===== src/rtl/fetch_unit_if.sv =====
// Fetch-stage bus bundle: instruction-memory port, decode-side outputs,
// and the stall/redirect controls that decode and execute feed back.
// Handshake: decode takes inst/inst_pc/pc_plus4 on any rising edge where
// inst_valid = 1 and stall = 0. stall = 1 freezes the stage. redirect
// takes priority over stall and flushes the word that is in flight.
interface fetch_unit_if;
   logic [31:0] imem_a;
   logic [31:0] imem_rd;
   logic        stall;
   logic        redirect;
   logic [31:0] redirect_pc;
   logic        inst_valid;
   logic [31:0] inst;
   logic [31:0] inst_pc;
   logic [31:0] pc_plus4;
   logic        misalign_fault;
   logic [31:0] fetch_count;

   // The fetch unit drives the memory address and the decode-side outputs.
   modport master (
      output imem_a, inst_valid, inst, inst_pc, pc_plus4, misalign_fault, fetch_count,
      input  imem_rd, stall, redirect, redirect_pc
   );

   // Memory, decode and execute (or a testbench) sit on this side.
   modport slave (
      input  imem_a, inst_valid, inst, inst_pc, pc_plus4, misalign_fault, fetch_count,
      output imem_rd, stall, redirect, redirect_pc
   );
endinterface


===== src/rtl/fetch_unit.sv =====
// RV32I instruction-fetch stage. Holds the PC, presents it to a combinational
// instruction memory, and registers the returned word with its PC and PC+4.
// IDLE gives one settle cycle after reset. RUN fetches, stalls or redirects.
// FAULT is entered on a misaligned redirect target and only reset leaves it.
module fetch_unit #(
   parameter logic [31:0] RESET_PC = 32'h0000_0000
) (
   input  logic         clk,
   input  logic         reset,
   fetch_unit_if.master bus,
   output logic [1:0]   state_o
);

   typedef enum logic [1:0] {
      S_IDLE  = 2'd0,
      S_RUN   = 2'd1,
      S_FAULT = 2'd2
   } state_t;

   localparam logic [31:0] NOP = 32'h0000_0013;

   state_t      state_q, state_d;
   logic [31:0] pc_q, pc_d;
   logic        inst_valid_q, inst_valid_d;
   logic [31:0] inst_q, inst_d;
   logic [31:0] inst_pc_q, inst_pc_d;
   logic [31:0] pc_plus4_q, pc_plus4_d;
   logic        fault_q, fault_d;
   logic [31:0] count_q, count_d;
   logic        target_misaligned;

   assign target_misaligned = (bus.redirect_pc[1:0] != 2'b00);

   // Next-state logic. In RUN, redirect beats stall, and stall beats advance.
   always_comb begin
      state_d      = state_q;
      pc_d         = pc_q;
      inst_valid_d = inst_valid_q;
      inst_d       = inst_q;
      inst_pc_d    = inst_pc_q;
      pc_plus4_d   = pc_plus4_q;
      fault_d      = fault_q;
      count_d      = count_q;
      case (state_q)
         S_IDLE: begin
            inst_valid_d = 1'b0;
            state_d      = S_RUN;
            if (bus.redirect) begin
               pc_d = bus.redirect_pc;
               if (target_misaligned) begin
                  state_d = S_FAULT;
                  fault_d = 1'b1;
               end
            end
         end
         S_RUN: begin
            if (bus.redirect) begin
               // The word fetched this cycle is on the wrong path, so drop it.
               pc_d         = bus.redirect_pc;
               inst_valid_d = 1'b0;
               if (target_misaligned) begin
                  state_d = S_FAULT;
                  fault_d = 1'b1;
               end
            end else if (!bus.stall) begin
               inst_d       = bus.imem_rd;
               inst_pc_d    = pc_q;
               pc_plus4_d   = pc_q + 32'd4;
               inst_valid_d = 1'b1;
               pc_d         = pc_q + 32'd4;
               count_d      = count_q + 32'd1;
            end
         end
         S_FAULT: begin
            inst_valid_d = 1'b0;
         end
         default: begin
            state_d = S_IDLE;
         end
      endcase
   end

   // State and output registers, with a synchronous reset that wins in every state.
   always_ff @(posedge clk) begin
      if (reset) begin
         state_q      <= S_IDLE;
         pc_q         <= RESET_PC;
         inst_valid_q <= 1'b0;
         inst_q       <= NOP;
         inst_pc_q    <= 32'd0;
         pc_plus4_q   <= 32'd0;
         fault_q      <= 1'b0;
         count_q      <= 32'd0;
      end else begin
         state_q      <= state_d;
         pc_q         <= pc_d;
         inst_valid_q <= inst_valid_d;
         inst_q       <= inst_d;
         inst_pc_q    <= inst_pc_d;
         pc_plus4_q   <= pc_plus4_d;
         fault_q      <= fault_d;
         count_q      <= count_d;
      end
   end

   assign bus.imem_a         = pc_q;
   assign bus.inst_valid     = inst_valid_q;
   assign bus.inst           = inst_q;
   assign bus.inst_pc        = inst_pc_q;
   assign bus.pc_plus4       = pc_plus4_q;
   assign bus.misalign_fault = fault_q;
   assign bus.fetch_count    = count_q;
   assign state_o            = state_q;

endmodule


===== src/flat_wrapper.sv =====
// flat-port wrapper written by rule: the top's interface ports become plain ports
module fetch_unit_flat 
#(
   parameter logic [31:0] RESET_PC = 32'h0000_0000
)
  (clk, reset, state_o, bus_imem_a, bus_inst_valid, bus_inst, bus_inst_pc, bus_pc_plus4, bus_misalign_fault, bus_fetch_count, bus_imem_rd, bus_stall, bus_redirect, bus_redirect_pc);
  fetch_unit_if bus_i ();
  input  logic clk;
  input  logic reset;
  output logic [1:0] state_o;
  output wire logic [$bits(bus_i.imem_a)-1:0] bus_imem_a;
  output wire logic [$bits(bus_i.inst_valid)-1:0] bus_inst_valid;
  output wire logic [$bits(bus_i.inst)-1:0] bus_inst;
  output wire logic [$bits(bus_i.inst_pc)-1:0] bus_inst_pc;
  output wire logic [$bits(bus_i.pc_plus4)-1:0] bus_pc_plus4;
  output wire logic [$bits(bus_i.misalign_fault)-1:0] bus_misalign_fault;
  output wire logic [$bits(bus_i.fetch_count)-1:0] bus_fetch_count;
  input wire logic [$bits(bus_i.imem_rd)-1:0] bus_imem_rd;
  input wire logic [$bits(bus_i.stall)-1:0] bus_stall;
  input wire logic [$bits(bus_i.redirect)-1:0] bus_redirect;
  input wire logic [$bits(bus_i.redirect_pc)-1:0] bus_redirect_pc;
  assign bus_imem_a = bus_i.imem_a;
  assign bus_inst_valid = bus_i.inst_valid;
  assign bus_inst = bus_i.inst;
  assign bus_inst_pc = bus_i.inst_pc;
  assign bus_pc_plus4 = bus_i.pc_plus4;
  assign bus_misalign_fault = bus_i.misalign_fault;
  assign bus_fetch_count = bus_i.fetch_count;
  assign bus_i.imem_rd = bus_imem_rd;
  assign bus_i.stall = bus_stall;
  assign bus_i.redirect = bus_redirect;
  assign bus_i.redirect_pc = bus_redirect_pc;
  fetch_unit #(.RESET_PC(RESET_PC)) u_core (.clk(clk), .reset(reset), .bus(bus_i), .state_o(state_o));
endmodule

===== config.mk =====
export PLATFORM = sky130hd
export DESIGN_NAME = fetch_unit_flat
export DESIGN_NICKNAME = d
export VERILOG_FILES = /design/src/rtl/fetch_unit_if.sv /design/src/rtl/fetch_unit.sv /design/src/flat_wrapper.sv
export SDC_FILE = /design/constraint.sdc
export NUM_CORES = 1
export LEC_CHECK = 0
export BUFFER_PORTS_ARGS = -buffer_cell sky130_fd_sc_hd__buf_2
export CAP_MARGIN = 20
export CORE_MARGIN = 5
export CORE_UTILIZATION = 51
export DETAILED_ROUTE_END_ITERATION = 7
export HOLD_SLACK_MARGIN = 0.12
export MAX_ROUTING_LAYER = met4
export PLACE_DENSITY = 0.91
export SLEW_MARGIN = 10
export SYNTH_ARGS = -nofsm -noshare
export SYNTH_HDL_FRONTEND = slang
export SYNTH_SLANG_ARGS = --single-unit

===== constraint.sdc =====
create_clock -name clk -period 3 [get_ports clk]
set_clock_uncertainty 0.15 [all_clocks]
set_input_delay 0.9 -clock clk [delete_from_list [all_inputs] [get_ports clk]]
set_output_delay 0.9 -clock clk [all_outputs]
set_load 0.02 [all_outputs]

# After elaboration in Yosys (flattened, before gate mapping)
# Cells that the tools add are included.
dict set report totals {
  output_inout_bits 164
  inputBits 68
  register_bits 164
  wordCells 42
}
dict set report op_classes {
  bitwise_logic 3
  muxes 12
  n_reduce_logical 11
  eq_ne 6
  add_sub_neg 2
}
# cell n
set op_table {}
lappend op_table {{2-to-1 mux 32 bit} 3}
lappend op_table {{one-hot mux 32 bit (2 select lines)} 1}
lappend op_table {{adder 32 x 1 -> 32 bit (second input constant)} 1}
lappend op_table {{adder 32 x 3 -> 32 bit (second input constant)} 1}
lappend op_table {{AND reduction 3 bit} 4}
lappend op_table {{2-to-1 mux 2 bit} 4}
lappend op_table {{one-hot mux 2 bit (3 select lines)} 1}
lappend op_table {{nonzero test 2 bit} 3}
lappend op_table {{inequality test 2 bit (second input constant)} 2}
lappend op_table {{OR reduction 2 bit} 2}
lappend op_table {{inequality test 3 bit (second input constant)} 1}
lappend op_table {{inverter 1 bit} 3}
lappend op_table {{== test 2 x 1 -> 1 bit (second input constant)} 1}
lappend op_table {{== test 2 bit (second input constant)} 1}
lappend op_table {{zero test 2 bit} 1}
lappend op_table {{2-to-1 mux 1 bit} 2}
lappend op_table {{inequality test 2 x 1 -> 1 bit (second input constant)} 1}
lappend op_table {{one-hot mux 1 bit (2 select lines)} 1}
lappend op_table {{AND reduction 2 bit} 1}

# Depth between registers and ports, before layout
# Gate-level depths: netlist of run 1.
dict set report depth {
  depth_word 4
  mapped_depth 8
  ltp_nobuf 6
}

# Worst setup path before layout of run 1
# Ideal clock, no wire load.
dict set report synth_timing {
  path_kind {input to register}
  from {input port bus_redirect}
  to {register u_core.count_q[15] (netlist: u_core.bus.fetch_count[15])}
  setup_ns 0.128
  t_required_ns 2.722
  arrival_time_ns 2.329
  path_slack_ns 0.393
  stages 7
  n_path_buf 2
  cell_sequence {clkbuf_1 -> or4b_1 -> clkbuf_1 -> nor3_2 -> nand4_1 -> xor2_1 -> nor2_1}
}
dict set report synth_between {
  elab_chain_len 2
}
# item line_no
set synth_rtl {}
lappend synth_rtl {{start, declared} flat_wrapper.sv:20} ;# input wire logic [$bits(bus_i.redirect)-1:0] bus_redirect;
lappend synth_rtl {{inverter 1 bit (no source line)} n/a}
lappend synth_rtl {{AND reduction 3 bit (no source line)} n/a}
lappend synth_rtl {{end signal, assigned} fetch_unit.sv:102} ;# count_q <= count_d;
lappend synth_rtl {{end, declared} fetch_unit.sv:29} ;# logic [31:0] count_q, count_d;
# No other way between the ends.
# A chain may end at the register's enable or synchronous reset.

# Worst setup path after layout of run 1
dict set report layout_timing {
  from {input port bus_redirect}
  to {register u_core.pc_q[28] (netlist: u_core.bus.imem_a[28])}
}
dict set report layout_between {
  elab_chain_len 2
  word_cells_on_any_way 5
  cone_classes {2 x eq/ne; 2 x mux; 1 x reduce/logical}
}
# item line_no
set layout_rtl {}
lappend layout_rtl {{inequality test 3 bit (no source line) (tied with other cells)} n/a}
lappend layout_rtl {{AND reduction 3 bit (no source line) / one-hot mux 32 bit (2 select lines) (equally long branches)} n/a}
lappend layout_rtl {{end signal, assigned} fetch_unit.sv:96} ;# pc_q <= pc_d;
lappend layout_rtl {{end, declared} fetch_unit.sv:23} ;# logic [31:0] pc_q, pc_d;
# Parallel ways exist; a longest one is shown, timed or not.

==> impl_metrics.toml, run 1 <==
[timing]
layout_min_cycle_time_ns = 2.52
min_period_over_period_pct = 83.9
worst_slack_ns = 0.484
tns_ns = 0
max_freq_ghz = 0.397
setup_viol = 0
slew_violations = 0
tightestPinTransition_ns = 0.710
holdWs_ns = 0.297
grt_setup_unrepaired = "no"
hold_viol_final = 0
slew_headroom_pct = 52.7

[worst_setup_path]
critPathLaunchType = "primary input"
crit_path_max_fanout = 118
cp-end-kind = "flip-flop"
worstPathRequired_ns = 3.18
crit_type = "in -> reg"
rrSetupSlack_ns = 0.55
worstPathArrival_ns = 2.70

[final_layout]
fin_nets = 1170
finalInstanceArea_sq_mm = 0.00919
drive_gt1_share_pct = 28.1
layout_commonest_cell = "buf_2"
final_cell_mix = "buf_2, nand2_1, dfxtp_1, a21oi_1, nor2_1"
syn_to_final_growth_pct = 25.5
fillers = 1161
instances_no_fill = 1295
fin_util_pct = 65.7

[detailed_routing]
initialDrtViolationCount = 735
dr.pass1.iters = 6
wire_per_inst_um = 17.7
via_count = 7580
drc_errors = 0
vias_per_cell = 5.85
routed_wl_um = 22900
ant_nets = 0

[global_routing]
grt_max_degree = 119
grt_pass1_wl_um = 35200
antenna_found_initial = 3
grtUsageTotal_pct = 27.0
grt_pass1_vias = 6992
grt.overflow.total = 0

[status]
status = "complete, no violations"

[clocking]
cts_resized = 0
h-tree-depth = 4
cts_inserted_buffers = 17
holdBufCountCts = 0
cts.sinks = 162
cts.path.max_buffers = 2
clk_pin_slew_ns = 0.06
ctsRootBufferMaster = "clkbuf_16"
cts_tree = "done"
clkLatencyLatePin_ns = 0.43
post_cts_buffers = 0

[die]
chipHeight_um = 130
die_area_sq_mm = 0.0169
fp.coreArea_sq_mm = 0.0140
io_pins = 232
initial_core_util_pct = 52.4
num_rows = 43
die_w_um = 130

[logic_synthesis]
syn-num-nets = 967
netlist_instances = 897
synth_area_leaders = "dfxtp_1, nand2_1, a21oi_1, xnor2_1, o21ai_0"
synthFlopType = "dfxtp_1"
ys_ff_latch = 162
synth_edf_count = 0
synth_cell_types = 66
yosysSeqAreaShare_pct = 44.3
synth-async-reset-ratio_pct = 0
syn-cell-area_sq_mm = 0.00733
yosys_warnings = 0
yosysTopAreaCellShare_pct = 44.3
synth_top_area_cell = "dfxtp_1"
avgSynthCellArea_sq_um = 8.17

[place]
gp_congestion = 0.932
pre_cts_slack_ns = 0.0698
place_hpwl_um = 15800
placedInstanceArea_sq_mm = 0.00864
portBuffers = 231
dp_cells = 1261

[hold_path]
worstHoldPathType = "reg -> reg"

[pwr]
powerDensity_mw_per_mm2 = 534
peakVddDrop_uv = 430
finalPower_mw = 4.91
p_leak_nw = 3.87

[run]
drv_cap = 0
worst max-delay path: stages:
cell,delay [ns]
buf_2,0.17
nor4b_4,0.37
buf_4,0.27
buf_12,0.42
nand2_1,0.14
o21ai_0,0.10
a211oi_1,0.08
a211oi_1,0.20
kinds of logic (layout without fill, tap and decap cells):
logic type	Yosys count	after routing	synth area share [%]
AOI/OAI and AO/OA	231	231	19.0
xor gates and xnor gates	44	44	5.26
adders and majority gates	2	2	0.341
buffers and inverters	89	304	5.28
DFF	162	162	44.3
muxes	5	5	0.683
other	0	3	0
and+or+nand+nor	364	364	25.2
registers in the layout, summed over array words and instances, names as in the netlist:
register and cells:
u_core.bus.fetch_count 32, u_core.bus.imem_a 32, u_core.bus.inst 32, u_core.bus.inst_pc 30
u_core.bus.inst_valid 1, u_core.bus.misalign_fault 1, u_core.bus.pc_plus4 32, u_core.state_o 2
metal layers:
| layer | vias to the layer above | share of wire [%] | global-route usage (%) |
|---|---|---|---|
| met5 | - | 0 | - |
| met4 | 0 | 3.6 | 13.4 |
| met2 | 462 | 48 | 41.7 |
| li1 | 3544 | - | - |
| met3 | 68 | 9.4 | 5.49 |
| met1 | 3506 | 39 | 33.8 |
Yosys cell counts, types with 3 or more instances:
cell type / count
mux2i_1: 5
a22o_1: 4
a211oi_1: 9
nor4_1: 9
dfxtp_1: 162
o32ai_1: 3
nor3_1: 9
and4_1: 8
nand4_1: 23
o21a_1: 4
a31oi_1: 4
nand2_1: 185
o22ai_1: 3
clkbuf_1: 48
nand3b_1: 4
nor4_4: 5
o31ai_1: 3
o21ai_0: 46
a32o_1: 6
nor2b_1: 3
or3_1: 15
a32oi_1: 8
buf_4: 3
xor2_1: 11
and2_1: 6
inv_1: 10
a21oi_1: 114
nor2_1: 57
nand3_1: 21
xnor2_1: 33
o31a_1: 3
buf_1: 10
buf_2: 12
a2bb2oi_1: 4
nor3_4: 4
a22oi_1: 5
worst paths after layout:
kind,startpoint,to,depth (start not counted)
worst max-delay path,bus_redirect,u_core.bus.imem_a[28],8
worst min-delay path,u_core.bus.misalign_fault,u_core.bus.misalign_fault,2
worst max register to register,u_core.bus.imem_a[2],u_core.bus.imem_a[30],5
worst min register to register,u_core.bus.misalign_fault,u_core.bus.misalign_fault,2
power breakdown:
part | switching [mW] | total, mW | internal [mW]
combinational | 0.355 | 0.561 | 0.206
clock | 0.872 | 2.05 | 1.18
sequential | 0.0763 | 2.29 | 2.22
total | 1.30 | 4.91 | 3.60
final cells by class:
class / instances / area, sq um / share of cell area, %
clock inverters: 8 / 81.3 / 0.885
inverters: 12 / 45.0 / 0.490
multi-input cells: 646 / 3710 / 40.4
flip-flops and latches: 162 / 3240 / 35.3
repair buffers: 261 / 1410 / 15.3
clock buffers: 23 / 468 / 5.09
well taps: 180 / 225 / 2.45
diodes: 3 / 7.51 / 0.0817
No activity file was read; power rests on OpenSTA's default activity.
==> run 2, diff against run 1 <==
ABC_AREA = 1   (was unset)
clock period = 2.4 ns   (was 3 ns; I/O delays follow)
==> run 2 against run 1 <==
  * Count of clock-buffer cells in the layout decreased by 3
  * Largest cell class unchanged
  * Critical endpoint is now u_core.bus.pc_plus4[24]
  * Core utilization increased by 0.83 points
  * Largest power group unchanged
  * Combinational power increased by 47%
  * Die area decreased by 0.36%
  * Final cell count increased by 15%
  * Via count increased by 4.4%
  * Critical path depth increased by 2
==> impl_metrics.toml, run 2 <==
[global_routing]
grt_max_degree = 62
antenna_found_initial = 2
grt.overflow.total = 0
grt_pass1_wl_um = 35700
grt_pass1_vias = 7248
grtUsageTotal_pct = 27.5

[timing]
hold_viol_final = 0
tightestPinTransition_ns = 0.534
tns_ns = 0
min_period_over_period_pct = 89.9
slew_headroom_pct = 64.4
holdWs_ns = 0.306
grt_setup_unrepaired = "no"
worst_slack_ns = 0.242
layout_min_cycle_time_ns = 2.16
setup_viol = 0
max_freq_ghz = 0.463
slew_violations = 0

[clocking]
clkLatencyLatePin_ns = 0.42
post_cts_buffers = 0
cts.path.max_buffers = 2
cts_inserted_buffers = 17
ctsRootBufferMaster = "clkbuf_16"
cts_tree = "done"
h-tree-depth = 4
clk_pin_slew_ns = 0.06
cts.sinks = 162
holdBufCountCts = 0
cts_resized = 0

[final_layout]
fin_util_pct = 66.5
finalInstanceArea_sq_mm = 0.00927
final_cell_mix = "nor2_1, buf_2, nand2_1, dfxtp_1, o21ai_0"
drive_gt1_share_pct = 24.3
fillers = 1193
fin_nets = 1359
instances_no_fill = 1484
layout_commonest_cell = "nor2_1"
syn_to_final_growth_pct = 27.1

[logic_synthesis]
synth_area_leaders = "dfxtp_1, nor2_1, o21ai_0, nand2_1, a21oi_1"
netlist_instances = 1071
yosysSeqAreaShare_pct = 44.4
synth_cell_types = 34
synth-async-reset-ratio_pct = 0
synth_simple_gate_area_share_pct = 29.5
synthFlopType = "dfxtp_1"
synthMostInstantiatedCell = "nor2_1"
synth_top_area_cell = "dfxtp_1"
yosysTopAreaCellShare_pct = 44.4
avgSynthCellArea_sq_um = 6.81
syn-cell-area_sq_mm = 0.00730
synthXorXnorAreaFrac_pct = 0.840
synth_fa_ha_area_share_pct = 0.343
yosys_warnings = 0
ys_top_cells_by_count = "nor2_1, nand2_1, dfxtp_1, o21ai_0, a21oi_1"
syn-num-nets = 1141
synth_top_family_by_area = "simple AND/OR/NAND/NOR gates"
synth_edf_count = 0
muxShareOfSynthArea_pct = 0.137
synth_compound_area_share_pct = 17.3
ys_ff_latch = 162

[detailed_routing]
ant_nets = 0
via_count = 7917
initialDrtViolationCount = 709
wire_per_inst_um = 15.6
vias_per_cell = 5.33
drc_errors = 0
routed_wl_um = 23200
dr.pass1.iters = 8

[die]
chipHeight_um = 130
num_rows = 43
die_w_um = 130
io_pins = 232
initial_core_util_pct = 52.4
fp.coreArea_sq_mm = 0.0139
die_area_sq_mm = 0.0168

[place]
gp_congestion = 0.955
place_hpwl_um = 16800
portBuffers = 231
placedInstanceArea_sq_mm = 0.00869
pre_cts_slack_ns = 0.0181
dp_cells = 1450

[pwr]
p_leak_nw = 4.39
powerDensity_mw_per_mm2 = 693
peakVddDrop_uv = 507
finalPower_mw = 6.43

[worst_setup_path]
worstPathArrival_ns = 2.33
crit_chain = "ha_1 > nand2_1 > nor2_2 > nand2_1 > nor2_1 > nand2_1 > nand2_1 > nand3_1 > o21ai_0 > inv_1"
crit_type = "reg -> reg"
cp-end-kind = "flip-flop"
crit_top_cell = "nand2_1"
crit_buf_inv = 1
crit_path_max_fanout = 5
cpMaxStageDelayCell = "dfxtp_1"
worstPathRequired_ns = 2.57
critPathTopFamily = "simple AND/OR/NAND/NOR gates"
critPathMaxStageDelay_ns = 0.42
critPathLaunchType = "flip-flop"

[hold_path]
worstHoldPathType = "reg -> reg"

[run]
drv_cap = 0

[status]
status = "complete, no violations"
-- run 2: changes by cell type in the layout (fill, tap and decap cells not counted), moves of 9 or more --
cell,before,now
inv_1,10,81
nand4_1,23,9
buf_4,29,14
nor4_1,9,0
or2_2,0,15
or3_1,15,0
xnor2_1,33,1
o21ai_0,46,154
a21oi_1,114,83
nand3_1,21,48
nor2_1,57,232
-- run 2: final timing paths --
| path | from | to | slack (ns) | cells after the start |
|---|---|---|---|---|
| setup reg to reg | u_core.bus.imem_a[3] | u_core.bus.pc_plus4[24] | 0.24 | 10 |
| hold / removal | u_core.bus.inst[1] | u_core.bus.inst[1] | 0.31 | 2 |
| setup / recovery | u_core.bus.imem_a[3] | u_core.bus.pc_plus4[24] | 0.24 | 10 |
| hold reg to reg | u_core.bus.inst[1] | u_core.bus.inst[1] | 0.31 | 2 |
-- run 2: tightest hold or removal path, stage by stage, from the launching register on --
cell and delay, ns:
dfxtp_1 0.32, nand2_1 0.05, nand3_1 0.06
-- run 2: layout make-up --
class / count / area, sq um / area share (%)
multi-input combinational: 772 / 3520 / 38.0
sequential: 162 / 3240 / 35.0
timing repair buffer: 251 / 1380 / 14.9
clock buffer: 20 / 447 / 4.82
inverter: 85 / 319 / 3.44
tap: 180 / 225 / 2.43
clock inverter: 12 / 130 / 1.40
antenna: 2 / 5.00 / 0.0540
-- run 2: where the power goes --
part / switching, mW / internal [mW] / total [mW]
Combinational: 0.541 / 0.283 / 0.824
Sequential: 0.118 / 2.81 / 2.93
Clock: 1.11 / 1.56 / 2.67
-- run 2: cell families (layout without fill, tap and decap cells) --
group	after synthesis	in the layout
DFF	162	162
other	0	2
AOI/OAI and AO/OA	248	248
and+or+nand+nor	514	514
xor gates and xnor gates	7	7
adders and majority gates	2	2
muxes	1	1
buffers and inverters	137	368
-- run 2: metal layers --
metal / global-route usage [%] / vias up / part of all wire, % / wire (um)
met4: 12.0 / 0 / 3.6 / 830
met2: 42.4 / 412 / 47 / 10900
met5: - / - / 0 / 0
met3: 6.68 / 61 / 8.9 / 2060
met1: 34.3 / 3554 / 40 / 9390
li1: - / 3890 / - / -
==> run 3, diff against run 2 <==
ABC_AREA = unset   (was 1)
==> run 3 against run 2 <==
  * First-iteration DRC count up 14%
  * Non-clock buffer count up 39
  * Final cell count down 11%
  * Via count down 4.1%
  * Worst hold slack worse by 0.0051 ns
  * Setup slack worse by 0.16 ns
  * Global-route usage up 0.45 points
  * Cell area up 2.9%
  * Power up 1.9%
  * Largest cell class unchanged
  * Flip-flop and latch count unchanged
==> impl_metrics.toml, run 3 (synthesized netlist as in run 1, its figures left out) <==
[final_layout]
drive_gt1_share_pct = 30.4
multi_input_area_sq_mm = 0.00371
fin_util_pct = 68.2
layout_commonest_cell = "buf_2"
syn_to_final_growth_pct = 30.2
instances_no_fill = 1326
seq_area_sq_mm = 0.00324
final_cell_mix = "buf_2, nand2_1, dfxtp_1, a21oi_1, nor2_1"
fin_nets = 1199
fillers = 1118

[timing]
setup_viol = 0
holdWs_ns = 0.301
max_freq_ghz = 0.431
hold_viol_final = 0
tns_ns = 0
min_period_over_period_pct = 96.7
layout_min_cycle_time_ns = 2.32
tightestPinTransition_ns = 0.525
slew_violations = 0
grt_setup_unrepaired = "no"
slew_headroom_pct = 64.9

[hold_path]
worstHoldPathType = "reg -> reg"

[worst_setup_path]
critPathMaxStageDelay_ns = 0.51
cp-end-kind = "flip-flop"
crit_chain = "nand4_1 > nor4_1 > nand2_1 > a211oi_1 > a211oi_1"
worstPathArrival_ns = 2.48
crit_buf_inv = 0
crit_path_max_fanout = 7
crit_type = "reg -> reg"
critPathLaunchType = "flip-flop"
cpMaxStageDelayCell = "dfxtp_1"
critPathTopFamily = "simple AND/OR/NAND/NOR gates"
crit_top_cell = "a211oi_1"
worstPathRequired_ns = 2.55

[clocking]
ctsRootBufferMaster = "clkbuf_16"
cts.sinks = 162
clk_pin_slew_ns = 0.06
cts_inserted_buffers = 17
clkLatencyLatePin_ns = 0.43
cts.path.max_buffers = 2
cts_tree = "done"
holdBufCountCts = 0
cts_resized = 0
post_cts_buffers = 0
h-tree-depth = 4

[pwr]
powerDensity_mw_per_mm2 = 687
pwr-share-comb_pct = 12.0
pwr-share-seq_pct = 43.3
pwr-share-clk_pct = 44.7
peakVddDrop_uv = 511
switchingPower_mw = 1.70
swShare_pct = 26.0
p_leak_nw = 4.08
internal_power_mw = 4.85

[status]
status = "complete, no violations"

[die]
chipHeight_um = 130
io_pins = 232
num_rows = 43
die_w_um = 130
fp.coreArea_sq_mm = 0.0140
initial_core_util_pct = 52.4
die_area_sq_mm = 0.0169

[detailed_routing]
dr.pass1.iters = 7
vias_per_cell = 5.72
initialDrtViolationCount = 806
wire_per_inst_um = 17.6
drc_errors = 0
routed_wl_um = 23400
ant_nets = 0
via_count = 7590

[global_routing]
grt_pass1_wl_um = 36100
antenna_found_initial = 3
grt_pass1_vias = 7054
grt_max_degree = 65
grt.overflow.total = 0
grtUsageTotal_pct = 27.9

[place]
gp_congestion = 0.938
dp_cells = 1290
portBuffers = 231
place_hpwl_um = 16500

[run]
drv_cap = 0
## run 3: cell types whose count changed in the layout (fill, tap and decap cells not counted), moves of 15 or more
cell / previous run / this run
inv_1: 81 / 10
a21oi_1: 83 / 114
buf_4: 14 / 55
xnor2_1: 1 / 33
nor2_1: 232 / 57
or3_1: 0 / 15
nand3_1: 48 / 21
or2_2: 15 / 0
o21ai_0: 154 / 46
## run 3: through the flow
step | cell area, sq um | total power, mW | worst slack, ns
after floorplan | 7330 | 3.33 | 0.00864
final | 9540 | 6.55 | 0.0790
after global routing | 9540 | 6.78 | 0.0146
after detailed placement | 8890 | 3.66 | -0.128
after CTS | 9530 | 6.59 | 0.192
after global placement | 8890 | 3.64 | -0.0722
## run 3: worst min-delay path: stages (launching register included)
cell	delay [ns]
dfxtp_1	0.30
nand2_1	0.05
a21oi_1	0.05
## run 3: power by group through the flow
stage / Combinational (mW) / Clock, mW / Sequential (mW)
after floorplan: 0.341 / 0 / 2.99
after global placement: 0.752 / 0 / 2.89
after detailed placement: 0.767 / 0 / 2.90
after CTS: 0.776 / 2.97 / 2.84
after global routing: 0.838 / 3.09 / 2.85
final: 0.784 / 2.93 / 2.84
## run 3: layout make-up
class	instances	share of cell area, %
multi-input combinational	646	38.9
sequential	162	34.0
timing repair buffer	290	17.4
clock buffer	18	4.60
tap	180	2.36
clock inverter	14	2.09
inverter	12	0.472
antenna	4	0.105
## run 3: layer usage
layer | global-route usage, % | part of all wire, % | vias up
met2 | 44.1 | 48 | 375
met3 | 5.28 | 7.8 | 64
met1 | 34.7 | 40 | 3531
li1 | - | - | 3620
met5 | - | 0 | -
met4 | 13.0 | 4.1 | 0
## run 3: final timing paths
path | slack (ns) | cells after the start | endpoint | startpoint
setup / recovery | 0.08 | 5 | u_core.bus.imem_a[28] | u_core.bus.imem_a[20]
hold / removal | 0.30 | 2 | u_core.bus.inst[28] | u_core.bus.inst[28]
setup reg to reg | 0.08 | 5 | u_core.bus.imem_a[28] | u_core.bus.imem_a[20]
hold reg to reg | 0.30 | 2 | u_core.bus.inst[28] | u_core.bus.inst[28]
